## config.mk

```make
export PLATFORM = sky130hd
export DESIGN_NAME = add_op_feeder
export DESIGN_NICKNAME = d
export VERILOG_FILES = /design/src/rtl/add_op_feeder.sv
export SDC_FILE = /design/constraint.sdc
export NUM_CORES = 1
export LEC_CHECK = 0
export CAP_MARGIN = 10
export CORE_AREA = 2 2 88 65
export DETAILED_ROUTE_END_ITERATION = 10
export DIE_AREA = 0 0 90 67
export DONT_BUFFER_PORTS = 1
export GPL_ROUTABILITY_DRIVEN = 0
export MAX_ROUTING_LAYER = met4
export PLACE_DENSITY = 0.83
export SYNTH_ARGS = -nofsm -noshare
export SYNTH_HDL_FRONTEND = slang
export SYNTH_SLANG_ARGS = --single-unit
```

## constraint.sdc

```tcl
create_clock -name clk -period 5.55 [get_ports clk]
set_clock_uncertainty 0.1 [all_clocks]
set_input_delay 1.11 -clock clk [delete_from_list [all_inputs] [get_ports clk]]
set_output_delay 1.11 -clock clk [all_outputs]
set_load 0.1 [all_outputs]
```

## src/rtl/add_op_feeder.sv

```systemverilog
// Operand sequencer for the 4-bit adder stage: buffers operand pairs, issues them one
// at a time, captures the adder's sum a cycle later and returns results in issue order.
module add_op_feeder #(
  parameter int unsigned DEPTH  = 4,
  parameter int unsigned DW_IN  = 4,
  parameter int unsigned DW_OUT = 7
) (
  input  logic              clk,
  input  logic              reset,
  input  logic              in_valid,
  output logic              in_ready,
  input  logic [DW_IN-1:0]  in_a,
  input  logic [DW_IN-1:0]  in_b,
  output logic [DW_IN-1:0]  add_a,
  output logic [DW_IN-1:0]  add_b,
  output logic              add_valid,
  input  logic [DW_OUT-1:0] add_c,
  output logic              res_valid,
  input  logic              res_ready,
  output logic [DW_OUT-1:0] res_data,
  output logic              busy,
  output logic [15:0]       ops_done
);

  localparam int unsigned AW     = $clog2(DEPTH);
  localparam int unsigned PW     = AW + 1;
  localparam int unsigned PAIR_W = 2 * DW_IN;
  localparam int unsigned OPS_W  = 16;

  typedef enum logic [1:0] {IDLE, ISSUE, CAPTURE, HOLD} state_t;

  state_t              state_q, state_d;
  logic [PAIR_W-1:0]   mem_q [DEPTH];
  logic [PW-1:0]       wr_ptr_q, wr_ptr_d;
  logic [PW-1:0]       rd_ptr_q, rd_ptr_d;
  logic [DW_IN-1:0]    add_a_q, add_a_d;
  logic [DW_IN-1:0]    add_b_q, add_b_d;
  logic                add_valid_q, add_valid_d;
  logic                res_valid_q, res_valid_d;
  logic [DW_OUT-1:0]   res_data_q, res_data_d;
  logic [OPS_W-1:0]    ops_done_q, ops_done_d;
  logic                full_c, empty_c, push_c, pop_c;
  logic [PAIR_W-1:0]   head_c;

  // Pointers carry one extra wrap bit so full and empty are distinguishable.
  assign full_c  = (wr_ptr_q[AW] != rd_ptr_q[AW]) &&
                   (wr_ptr_q[AW-1:0] == rd_ptr_q[AW-1:0]);
  assign empty_c = (wr_ptr_q == rd_ptr_q);
  assign head_c  = mem_q[rd_ptr_q[AW-1:0]];

  assign in_ready = !full_c && !reset;
  assign push_c   = in_valid && in_ready;

  always_ff @(posedge clk) begin
    if (push_c) begin
      mem_q[wr_ptr_q[AW-1:0]] <= {in_a, in_b};
    end
  end

  always_ff @(posedge clk or posedge reset) begin
    if (reset) begin
      state_q     <= IDLE;
      wr_ptr_q    <= '0;
      rd_ptr_q    <= '0;
      add_a_q     <= '0;
      add_b_q     <= '0;
      add_valid_q <= 1'b0;
      res_valid_q <= 1'b0;
      res_data_q  <= '0;
      ops_done_q  <= '0;
    end else begin
      state_q     <= state_d;
      wr_ptr_q    <= wr_ptr_d;
      rd_ptr_q    <= rd_ptr_d;
      add_a_q     <= add_a_d;
      add_b_q     <= add_b_d;
      add_valid_q <= add_valid_d;
      res_valid_q <= res_valid_d;
      res_data_q  <= res_data_d;
      ops_done_q  <= ops_done_d;
    end
  end

  // Sequencer: pop/issue, let the adder sample, capture its sum, hold until accepted.
  always_comb begin
    state_d     = state_q;
    add_a_d     = add_a_q;
    add_b_d     = add_b_q;
    add_valid_d = 1'b0;
    res_valid_d = res_valid_q;
    res_data_d  = res_data_q;
    ops_done_d  = ops_done_q;
    pop_c       = 1'b0;
    unique case (state_q)
      IDLE: begin
        if (!empty_c) begin
          pop_c       = 1'b1;
          add_a_d     = head_c[PAIR_W-1:DW_IN];
          add_b_d     = head_c[DW_IN-1:0];
          add_valid_d = 1'b1;
          state_d     = ISSUE;
        end
      end
      ISSUE: begin
        state_d = CAPTURE;
      end
      CAPTURE: begin
        res_data_d  = add_c;
        res_valid_d = 1'b1;
        state_d     = HOLD;
      end
      HOLD: begin
        if (res_ready) begin
          res_valid_d = 1'b0;
          ops_done_d  = ops_done_q + OPS_W'(1);
          if (!empty_c) begin
            pop_c       = 1'b1;
            add_a_d     = head_c[PAIR_W-1:DW_IN];
            add_b_d     = head_c[DW_IN-1:0];
            add_valid_d = 1'b1;
            state_d     = ISSUE;
          end else begin
            state_d = IDLE;
          end
        end
      end
      default: state_d = IDLE;
    endcase
  end

  assign wr_ptr_d = wr_ptr_q + PW'(push_c);
  assign rd_ptr_d = rd_ptr_q + PW'(pop_c);

  assign add_a     = add_a_q;
  assign add_b     = add_b_q;
  assign add_valid = add_valid_q;
  assign res_valid = res_valid_q;
  assign res_data  = res_data_q;
  assign ops_done  = ops_done_q;
  assign busy      = (state_q != IDLE) || !empty_c;

endmodule

```

=== Yosys cells after proc, flatten, opt, wreduce, memory -nomap -nowiden ===
Memory sizes are Yosys's and may differ from the RTL's.
Index checks and enable logic that the tools add are counted.

* Reductions and logical operators: 15
* Add/subtract/negate cells: 3
* Equal/unequal tests: 8
* Mux-type cells: 17

{| class="wikitable"
|+ Operators by type and width
! operator !! number
|-
| $add 16x1->16 const B || 1
|-
| $mux 4 || 4
|-
| $pmux 4 s2 || 2
|-
| $pmux 2 s4 || 1
|-
| $reduce_and 2->1 || 4
|-
| $add 3x1->3 || 2
|-
| $mux 1 || 6
|-
| $reduce_bool 2->1 || 3
|-
| $eq 2x2->1 const B || 2
|-
| $mux 2 || 2
|-
| $ne 2x2->1 const B || 2
|-
| $pmux 1 s2 || 2
|-
| $eq 3x3->1 || 1
|-
| $logic_and 1x1->1 || 3
|-
| $logic_not 1->1 || 3
|-
| $eq 2x1->1 const B || 1
|-
| $eq 2x2->1 || 1
|-
| $logic_not 2->1 || 1
|-
| $logic_or 1x1->1 || 1
|-
| $ne 1x1->1 || 1
|}

* Memory bits (writable): 32
* Logic and storage cells: 53
* Register bits: 41
* Memories: 1

{| class="wikitable"
|+ Memory list
! name !! depth !! bits a word !! read ports !! clocked after memory_dff !! write ports !! line !! text
|-
| mem_q || 4 || 8 || 1 || 0 || 1 || 33 || <nowiki>logic [PAIR_W-1:0] mem_q [DEPTH];</nowiki>
|}

=== Longest topological paths before layout ===
Gate-level depths: netlist (run 1).

* Depth in word-level cells: 7
* Mapped depth: 8

=== Least setup slack after synthesis (run 1) ===
No wires, ideal clock.

* Path type: input port to flip-flop
* From: input port reset
* To: memory mem_q[1][0] (netlist name), enable pin
* Arrival: 3,947 ps
* Slack: 1,117 ps
* Required time: 5,065 ps
* Setup time: 385 ps
* Stages: 4
* Cell sequence: inv_1 -> o31a_1 -> nand2_1 -> nor3b_1

* Cells in the longest elaborated chain, start to end: 5

{| class="wikitable"
|+ Ends and longest elaborated chain
! element !! line !! text
|-
| from (decl) || 9 || <nowiki>input logic reset,</nowiki>
|-
| $logic_not 1->1 (no source line) || - ||
|-
| $logic_and 1x1->1 || 51 || <nowiki>assign in_ready = !full_c && !reset;</nowiki>
|-
| net in_ready || 11 || <nowiki>output logic in_ready,</nowiki>
|-
| $logic_and 1x1->1 || 52 || <nowiki>assign push_c = in_valid && in_ready;</nowiki>
|-
| $mux 1 || 55 || <nowiki>if (push_c) begin</nowiki>
|-
| $mux 1 (implied by the code) || 56 || <nowiki>mem_q[wr_ptr_q[AW-1:0]] <= {in_a, in_b};</nowiki>
|-
| to (decl) || 33 ||
|}

The timed path passes the listed nets, and every way through them passes these cells.

=== Worst setup path after layout (run 1) ===
* From: register rd_ptr_q[0]
* To: output port busy

* Cells in the longest elaborated chain, start to end: 3

{| class="wikitable"
|+ Ends and longest elaborated chain
! element !! line !! text
|-
| from (decl) || 35 || <nowiki>logic [PW-1:0] rd_ptr_q, rd_ptr_d;</nowiki>
|-
| from (signal assigned) || 74 || <nowiki>rd_ptr_q <= rd_ptr_d;</nowiki>
|-
| $eq 3x3->1 || 48 || <nowiki>assign empty_c = (wr_ptr_q == rd_ptr_q);</nowiki>
|-
| $logic_not 1->1 || 140 || <nowiki>assign busy = (state_q != IDLE) || !empty_c;</nowiki>
|-
| $logic_or 1x1->1 || 140 ||
|-
| to (decl) || 21 || <nowiki>output logic busy,</nowiki>
|}

Every way passes these cells.

==> reports/results.ini, run 1 <==
[outcome]
status = completed

[synth]
synth_area_per_cell_um2 = 16.7
synth_area_um2 = 3030
synth_top_area_share_pct = 33.8
synth_cell_types = 31
yosys_warnings = 0
ys_seq_area_share_pct = 65.5
ys_ff_latch = 73
yosys.area.top_type = dfrtp_1
synth_nets = 210
synth_area_leaders = dfrtp_1 (34%), edfxtp_1 (32%), mux4_1 (6.1%)
syn-instance-count = 182

[global_routing]
grt_max_degree = 42
gr-total-overflow = 0
grt.total_usage_pct = 19.4
antenna_found_initial = 0
grt_pass1_vias = 1696
grt_pass1_wl_um = 8180

[cells_and_area]
final_cell_area_um2 = 3310
syn2layout_area_growth_pct = 9.24
layout-drive-gt1-share_pct = 20.6
fin_nets = 222
antenna_cells = 0
fillers = 365

[setup_path]
start_kind = register
crit_arrival_ps = 2110
end_kind = output port
worstSetupPathType = register to output port
crit_fanout = 10
crit_required_ps = 4340

[sta]
hold_viol = 0
grt_setup_unrepaired = no
drv_slew = 0
setup_viol = 0
final.period_utilization_pct = 59.8
worst_slew_pin_slew_ps = 1020
fin_hold_ws_ps = 437
tns_ps = 0
layout_min_cycle_time_ps = 3320
relSlewSlack_pct = 32.0
max_freq_mhz = 301

[cts]
clk_latency_ps = 340
cts_buffers = 9
ctsResizeCount = 0
clkSinkCount = 73
cts-root-buf = clkbuf_8
cts_tree = yes
cts.htree.levels = 3
clk_pin_slew_worst_paths_ps = 70
ctsLongestPathBuffers = 2
ctsHoldBuffers = 0
cts_setup_buffers = 0

[hold_path]
hp-class = register to register

[routing]
wl_per_cell_um = 19.2
routed_wl_um = 5210
drtIter0Drc = 141
vias = 1569
viasPerCell = 5.79
first_pass_iters = 4
ant_nets = 0
drcViolationCount = 0

[place]
placedInstanceArea_um2 = 3110
hpwl_um = 3630
port-buffer-count = 0

[floorplan]
die_w_um = 90
start_util_pct = 59.2
core_area_um2 = 5120
die_area_um2 = 6030
fp-row-count = 22
ios = 54
die_h_um = 67

[run]
drv_cap = 0

[final cells by class]
| type | instances | area (µm²) | share of cell area [%] |
|---|---|---|---|
| sequential | 73 | 1990 | 60.0 |
| multi-input combinational | 99 | 991 | 29.9 |
| clock buffer | 10 | 128 | 3.85 |
| tap | 72 | 90.1 | 2.72 |
| clock inverter | 6 | 58.8 | 1.78 |
| timing repair buffer | 5 | 35.0 | 1.06 |
| inverter | 6 | 22.5 | 0.680 |
[state kept, by name (all words and copies together), names as in the netlist]
signal     count
mem_q         32
wr_ptr_q       3
add_b          4
add_a          4
add_valid      1
state_q        2
ops_done      16
res_valid      1
res_data       7
rd_ptr_q       3
[cell usage in the layout (no fill, tap or decap), drive strengths merged]
cell type / instances
o21ai: 4
dfrtp: 41
and3: 2
mux2: 16
nor2: 5
a32oi: 1
nor3: 4
mux4: 8
edfxtp: 32
inv: 6
nand3: 5
xor2: 11
bufinv: 1
nor2b: 1
xnor2: 10
ha: 9
nor3b: 2
o31a: 1
buf: 4
clkinv: 3
clkinvlp: 2
and4: 2
nand2b: 2
nand4: 3
clkbuf: 11
nand2: 11
o41a: 1
a211oi: 1
[final timing paths]
kind,startpoint,to,slack (ps),cells after the start
worst min register to register,wr_ptr_q[2]$_DFF_PP0_,wr_ptr_q[2]$_DFF_PP0_,440,1
worst min-delay path,wr_ptr_q[2]$_DFF_PP0_,wr_ptr_q[2]$_DFF_PP0_,440,1
max in group asynchronous,reset,rd_ptr_q[1]$_DFF_PP0_,4270,2
worst max-delay path,rd_ptr_q[0]$_DFF_PP0_,busy,2230,3
min in group asynchronous,reset,res_data[1]$_DFFE_PP0P_,730,2
worst max register to register,rd_ptr_q[0]$_DFF_PP0_,mem_q[1][2]$_DFFE_PP_,2770,6
[kinds of logic (layout without fill, tap and decap cells)]
group,Yosys count,after routing,share of synthesized area [%]
AND/OR/NAND/NOR,37,37,6.81
adder cells (fa/ha/maj),9,9,3.71
AO/OA/AOI/OAI,8,8,1.86
flip-flops,73,73,65.5
multiplexers,24,24,13.7
XOR/XNOR,21,21,6.56
buffers and inverters,10,27,1.77
[per-stage QoR]
| stage | worst slack (ps) | std cells | utilization (%) |
|---|---|---|---|
| 4_1_cts | 2200 | 269 | 64.4 |
| 6_report | 2230 | 271 | 64.7 |
| 5_1_grt | 2130 | 271 | 64.7 |
| 3_3_place_gp | 2330 | 253 | 60.8 |
| 3_5_place_dp | 2220 | 253 | 60.8 |
| 2_1_floorplan | 1120 | 182 | - |
[critical path: stages, from the launching register on]
cell and delay, ps:
dfrtp_1 680, xor2_2 290, nor3_4 90, nand2_1 690
[routing by layer]
metal	up-vias	part of all wire, %	track usage [%]	routed length [µm]
met4	0	3.0	12.1	155
met1	784	39	20.4	2020
met3	19	7.6	7.92	394
met2	74	51	31.2	2640
li1	692	-	-	-
met5	-	0	-	0
[synth_stat cells]
| library cell | number |
|---|---|
| mux2_4 | 8 |
| clkbuf_1 | 1 |
| xor2_2 | 2 |
| nor3_1 | 2 |
| xor2_1 | 9 |
| nor3_2 | 1 |
| xnor2_1 | 10 |
| o21ai_0 | 4 |
| mux4_1 | 7 |
| dfrtp_1 | 41 |
| buf_2 | 1 |
| nor2b_2 | 1 |
| mux2_2 | 8 |
| mux4_2 | 1 |
| ha_1 | 9 |
| nand2_1 | 11 |
| nor3_4 | 1 |
| a211oi_1 | 1 |
| nor3b_1 | 2 |
| nand3_1 | 5 |
| and4_1 | 2 |
| o41a_1 | 1 |
| o31a_1 | 1 |
| edfxtp_1 | 32 |
| a32oi_1 | 1 |
| buf_6 | 2 |
| nand2b_1 | 2 |
| nor2_1 | 5 |
| and3_1 | 2 |
| nand4_1 | 3 |
| inv_1 | 6 |
Power of run 1 is not shown: default switching activity piles up to over one toggle a cycle in this logic, so the estimate is an artifact.
==> run 2, diff against run 1 <==
==> constraint.sdc (replaced) <==
create_clock -name clk -period 3.1 [get_ports clk]
set_clock_uncertainty 0.1 [all_clocks]
set_input_delay 0.62 -clock clk [delete_from_list [all_inputs] [get_ports clk]]
set_output_delay 0.62 -clock clk [all_outputs]
set_load 0.1 [all_outputs]
==> run 2 against run 1 <==
  * Critical path depth stayed put
  * Cell area is 3.7% higher
  * Flip-flop and latch count stayed put
  * Sequential share of layout area is 2.1 points lower
  * Critical endpoint is now in_ready
==> reports/results.ini, run 2 (synthesis results as in run 1) <==
[outcome]
status = completed  ; unchanged

[setup_path]
crit_arrival_ps = 1840  ; was 2110 ps
critPathBufInv = 1  ; was 0
rrSetupSlack_ps = 790  ; was 2770 ps
end_kind = output port  ; unchanged
cp_slowest_cell = dfrtp_1  ; was nand2_1
crit_chain = xor2_2, o31a_2, buf_4  ; was xor2_2, nor3_4, nand2_1
cp_top_family = flip-flops  ; was simple AND/OR/NAND/NOR gates
r2r_start = rd_ptr_q[0]$_DFF_PP0_  ; unchanged
max_stage_delay_ps = 680  ; was 690 ps
crit_required_ps = 2380  ; was 4340 ps
crit_fanout = 10  ; unchanged
worstSetupPathType = register to output port  ; unchanged
ff2ff_path_depth = 4  ; was 6
regToRegEndpoint = mem_q[3][7]$_DFFE_PP_  ; was mem_q[1][2]$_DFFE_PP_
start_kind = register  ; unchanged

[sta]
relSlewSlack_pct = 33.4  ; was 32.0%
worst_slack_ps = 542  ; was 2230 ps
final.period_utilization_pct = 82.5
layout_min_cycle_time_ps = 2560
setup_viol = 0  ; unchanged
grt_setup_unrepaired = no  ; unchanged
worst_slew_pin_slew_ps = 999  ; was 1020 ps
hold_viol = 0  ; unchanged
max_freq_mhz = 391
drv_slew = 0  ; unchanged

[cts]
cts_setup_buffers = 0  ; unchanged
ctsResizeCount = 0  ; unchanged
clk_pin_slew_worst_paths_ps = 80  ; was 70 ps
cts_buffers = 9  ; unchanged
clk_latency_ps = 350  ; was 340 ps
clkSinkCount = 73  ; unchanged
ctsHoldBuffers = 0  ; unchanged
cts.htree.levels = 3  ; unchanged
ctsLongestPathBuffers = 2  ; unchanged
cts-root-buf = clkbuf_8  ; unchanged
cts_tree = yes  ; unchanged

[routing]
vias = 1544  ; was 1569
drtIter0Drc = 104  ; was 141
drcViolationCount = 0  ; unchanged
wl_per_cell_um = 18.9  ; was 19.2 µm
first_pass_iters = 4  ; unchanged
viasPerCell = 5.44  ; was 5.79
routed_wl_um = 5360  ; was 5210 µm
ant_nets = 0  ; unchanged

[cells_and_area]
seqCellArea_um2 = 1990  ; unchanged
antenna_cells = 0  ; unchanged
postLayoutCoreUtil_pct = 67.1  ; was 64.7%
multi_input_area_um2 = 992  ; was 991 µm²
syn2layout_area_growth_pct = 13.3  ; was 9.24%
fillers = 360  ; was 365
layout_commonest_cell = dfrtp_1  ; unchanged
mostFrequentLayoutCells = dfrtp_1 (41), edfxtp_1 (32), buf_4 (18), nand2_1 (11), xnor2_1 (10)  ; was dfrtp_1 (41), edfxtp_1 (32), nand2_1 (11), xnor2_1 (10)
fin_nets = 235  ; was 222
instances_no_fill = 284  ; was 271
largest_reg_flops = 32  ; unchanged
layout-drive-gt1-share_pct = 27.4  ; was 20.6%

[place]
dp_slack_ps = 773  ; was 2220 ps
port-buffer-count = 0  ; unchanged
hpwl_um = 3750  ; was 3630 µm
dpl.cell_count = 268  ; was 253

[floorplan]
ios = 54  ; unchanged
fp-row-count = 22  ; unchanged
core_area_um2 = 5120  ; unchanged
die_h_um = 67  ; unchanged
die_w_um = 90  ; unchanged
die_area_um2 = 6030  ; unchanged
start_util_pct = 59.2  ; unchanged

[hold_path]
hp-class = input port to asynchronous set/reset pin  ; was register to register

[global_routing]
gr-total-overflow = 0  ; unchanged
grt.total_usage_pct = 20.1  ; was 19.4%
grt_max_degree = 42  ; unchanged
grt_pass1_vias = 1724  ; was 1696
grt_pass1_wl_um = 8650  ; was 8180 µm
antenna_found_initial = 0  ; unchanged

[run]
drv_cap = 0  ; unchanged

==> run 2: worst reg2reg max path, delay by kind of cell (launching register included) <==
family           cells  cell delay (ps)
AO/OA/AOI/OAI        1              200
AND/OR/NAND/NOR      2              670
XOR/XNOR             1              290
flip-flops           1              680
==> run 2: worst max-delay path by stage <==
stage	startpoint	end	slack, ps	cells past startpoint
detailed placement	rd_ptr_q[0]$_DFF_PP0_	mem_q[3][5]$_DFFE_PP_	770	4
global placement	rd_ptr_q[0]$_DFF_PP0_	mem_q[3][5]$_DFFE_PP_	900	4
CTS	rd_ptr_q[0]$_DFF_PP0_	in_ready	500	3
floorplan	reset	mem_q[1][0]$_DFFE_PP_	-10	4
finish	rd_ptr_q[0]$_DFF_PP0_	in_ready	540	3
global route	rd_ptr_q[0]$_DFF_PP0_	busy	440	4
==> run 2: routing by layer <==
layer	global-route usage [%]	part of all wire, %	vias to the layer above
met1	22.3	42	775
li1	-	-	715
met3	5.77	5.6	9
met2	33.3	51	45
met5	-	0	-
met4	11.7	1.7	0
==> run 2: layout make-up <==
| class | count | share of cell area, % |
|---|---|---|
| inverters | 6 | 0.765 |
| multi-input cells | 99 | 28.9 |
| clock buffers | 9 | 3.61 |
| flip-flops and latches | 73 | 57.9 |
| clock inverters | 7 | 2.33 |
| repair buffers | 18 | 3.93 |
| well taps | 72 | 2.62 |
==> run 2: metrics by stage <==
step           setup TNS, ps  hold slack [ps]  instance area (µm²)
2_1_floorplan           -114              373                 3040
3_3_place_gp               0              403                 3230
3_5_place_dp               0              424                 3230
6_report                   0              221                 3430
4_1_cts                    0              219                 3430
5_1_grt                    0              245                 3430
Power of run 2 is left out for the same reason.
==> run 3, diff against run 2 <==
--- a/config.mk
+++ b/config.mk
@@ -6,13 +6,13 @@
 export NUM_CORES = 1
 export LEC_CHECK = 0
 export CAP_MARGIN = 10
-export CORE_AREA = 2 2 88 65
+export CORE_AREA = 2 2 91 67
 export DETAILED_ROUTE_END_ITERATION = 10
-export DIE_AREA = 0 0 90 67
+export DIE_AREA = 0 0 93 69
 export DONT_BUFFER_PORTS = 1
 export GPL_ROUTABILITY_DRIVEN = 0
 export MAX_ROUTING_LAYER = met4
-export PLACE_DENSITY = 0.83
+export PLACE_DENSITY = 0.82
 export SYNTH_ARGS = -nofsm -noshare
 export SYNTH_HDL_FRONTEND = slang
 export SYNTH_SLANG_ARGS = --single-unit
==> constraint.sdc (replaced) <==
create_clock -name clk -period 2.1 [get_ports clk]
set_clock_uncertainty 0.1 [all_clocks]
set_input_delay 0.42 -clock clk [delete_from_list [all_inputs] [get_ports clk]]
set_output_delay 0.42 -clock clk [all_outputs]
set_load 0.1 [all_outputs]
==> run 3 against run 2 <==
  * The run now ends with negative setup slack left
  * Setup slack got worse by 570 ps
  * Cell count rose by 6.0%
  * Core utilization fell by 0.64 points
  * Critical path type unchanged
  * Critical endpoint is now busy
==> reports/results.ini, run 3 (synthesis results as in run 1) <==
[cells_and_area]
layout-drive-gt1-share_pct = 37.6  ; was 27.4%
antenna_cells = 0  ; unchanged
syn2layout_area_growth_pct = 21.1  ; was 13.3%
mostFrequentLayoutCells = dfrtp_1 (37), edfxtp_1 (32), buf_4 (28), xnor2_1 (10), clkbuf_8 (10)  ; was dfrtp_1 (41), edfxtp_1 (32), buf_4 (18), nand2_1 (11), xnor2_1 (10)
layout_commonest_cell = dfrtp_1  ; unchanged
largest_reg_flops = 32  ; unchanged
fin_nets = 249  ; was 235
postLayoutCoreUtil_pct = 66.4  ; was 67.1%

[global_routing]
antenna_found_initial = 0  ; unchanged
busiest_layer = met2  ; unchanged
grt_pass1_wl_um = 9340  ; was 8650 µm
use_met1_pct = 23.8  ; was 22.3%
use_met3_pct = 8.63  ; was 5.77%
use_met2_pct = 31.7  ; was 33.3%
grt_pass1_vias = 1780  ; was 1724
grt.total_usage_pct = 20.6  ; was 20.1%
gr-total-overflow = 0  ; unchanged
grt_max_degree = 42  ; unchanged

[outcome]
status = finished with violations  ; was completed
violations = negative setup slack

[sta]
hold_viol = 0  ; unchanged
max_freq_mhz = 470
layout_min_cycle_time_ps = 2130
worst_slew_pin_slew_ps = 920  ; was 999 ps
setup_viol = 1  ; was 0
grt_setup_unrepaired = yes  ; was no
drv_slew = 0  ; unchanged
worst_slack_ps = -26.8  ; was 542 ps
final.period_utilization_pct = 101
relSlewSlack_pct = 38.6  ; was 33.4%

[routing]
wl_per_cell_um = 19.4  ; was 18.9 µm
drcViolationCount = 0  ; unchanged
first_pass_iters = 4  ; unchanged
vias = 1663  ; was 1544
ant_nets = 0  ; unchanged
viasPerCell = 5.52  ; was 5.44
drtIter0Drc = 83  ; was 104
routed_wl_um = 5850  ; was 5360 µm

[setup_path]
crit_chain = xor2_1, nor3_4, nand2_2, buf_12  ; was xor2_2, o31a_2, buf_4
worstSetupPathType = register to output port  ; unchanged
max_stage_delay_ps = 440  ; was 680 ps
crit_arrival_ps = 1610  ; was 1840 ps
start_kind = register  ; unchanged
cp_slowest_cell = dfrtp_1  ; unchanged
crit_required_ps = 1580  ; was 2380 ps
end_kind = output port  ; unchanged
crit_fanout = 4  ; was 10

[floorplan]
ios = 54  ; unchanged
core_area_um2 = 5530  ; was 5120 µm²
start_util_pct = 54.9  ; was 59.2%
die_w_um = 93  ; was 90 µm
die_h_um = 69  ; was 67 µm
fp-row-count = 23  ; was 22
die_area_um2 = 6420  ; was 6030 µm²

[cts]
cts.htree.levels = 3  ; unchanged
clk_pin_slew_worst_paths_ps = 80  ; about the same
cts-root-buf = clkbuf_8  ; unchanged
cts_tree = yes  ; unchanged
ctsLongestPathBuffers = 2  ; unchanged
cts_buffers = 9  ; unchanged
ctsHoldBuffers = 0  ; unchanged
clk_latency_ps = 360  ; was 350 ps
clkSinkCount = 73  ; unchanged

[place]
port-buffer-count = 0  ; unchanged
hpwl_um = 4090  ; was 3750 µm

[run]
drv_cap = 0  ; unchanged

[hold_path]
hp-class = input port to asynchronous set/reset pin  ; unchanged

-- run 3: cell types whose count changed in the layout (fill, tap and decap cells not counted), moves of 2 or more --
cell	delta
clkinv_4	-2
dfrtp_2	+4
nand2_1	-2
ha_4	+2
buf_4	+10
dfrtp_1	-4
nor3b_1	-2
ha_1	-2
buf_12	+4
nor3b_4	+2
-- run 3: area by class of cell --
type                            instances  area, µm²
Sequential cell                        73       1990
Fill cell                             394       1850
Multi-Input combinational cell         99       1080
Timing Repair Buffer                   32        290
Clock buffer                           10        138
Tap cell                               75       93.8
Clock inverter                          6       48.8
Inverter                                6       28.8
-- run 3: worst max-delay path: cells and delay by family, from the launching register on --
kind,cells,cell delay [ps]
and+or+nand+nor,2,400
buffers and inverters,1,170
xor gates and xnor gates,1,230
DFF,1,440
-- run 3: path summary, 6_finish.rpt --
kind	depth (start not counted)	endpoint	slack [ps]	startpoint
min in group clk	0	mem_q[0][2]$_DFFE_PP_	50	in_b[2]
hold reg to reg	1	ops_done[15]$_DFFE_PP0P_	380	ops_done[15]$_DFFE_PP0P_
setup reg to reg	5	mem_q[3][7]$_DFFE_PP_	110	rd_ptr_q[0]$_DFF_PP0_
max in group asynchronous	2	ops_done[3]$_DFFE_PP0P_	1510	reset
hold / removal	2	add_valid$_DFF_PP0_	10	reset
setup / recovery	4	busy	-30	wr_ptr_q[2]$_DFF_PP0_
-- run 3: timing repair --
item	in CTS	in global routing
buffers inserted	2	3
setup endpoints to repair	2	18
gates resized for setup	4	0
cloned	0	0
pin swaps	3	4
-- run 3: metal layers --
layer / vias to the layer above / wire length (µm)
li1: 747 / -
met1: 851 / 2420
met2: 53 / 2910
met3: 12 / 408
met4: 0 / 118
met5: - / 0
-- run 3: stage by stage --
| stage | setup WS, ps | instance area (µm²) | std cells | hold WS (ps) | setup TNS (ps) |
|---|---|---|---|---|---|
| after floorplan | -166 | 3130 | 182 | 313 | -4570 |
| after global placement | 289 | 3410 | 280 | 365 | 0 |
| after detailed placement | 144 | 3410 | 280 | 382 | 0 |
| after CTS | -7.82 | 3640 | 298 | 21.5 | -12.2 |
| after global routing | -80.2 | 3670 | 301 | 31.8 | -88.8 |
| final | -26.8 | 3670 | 301 | 11.9 | -26.8 |
Power of run 3 is left out for the same reason.
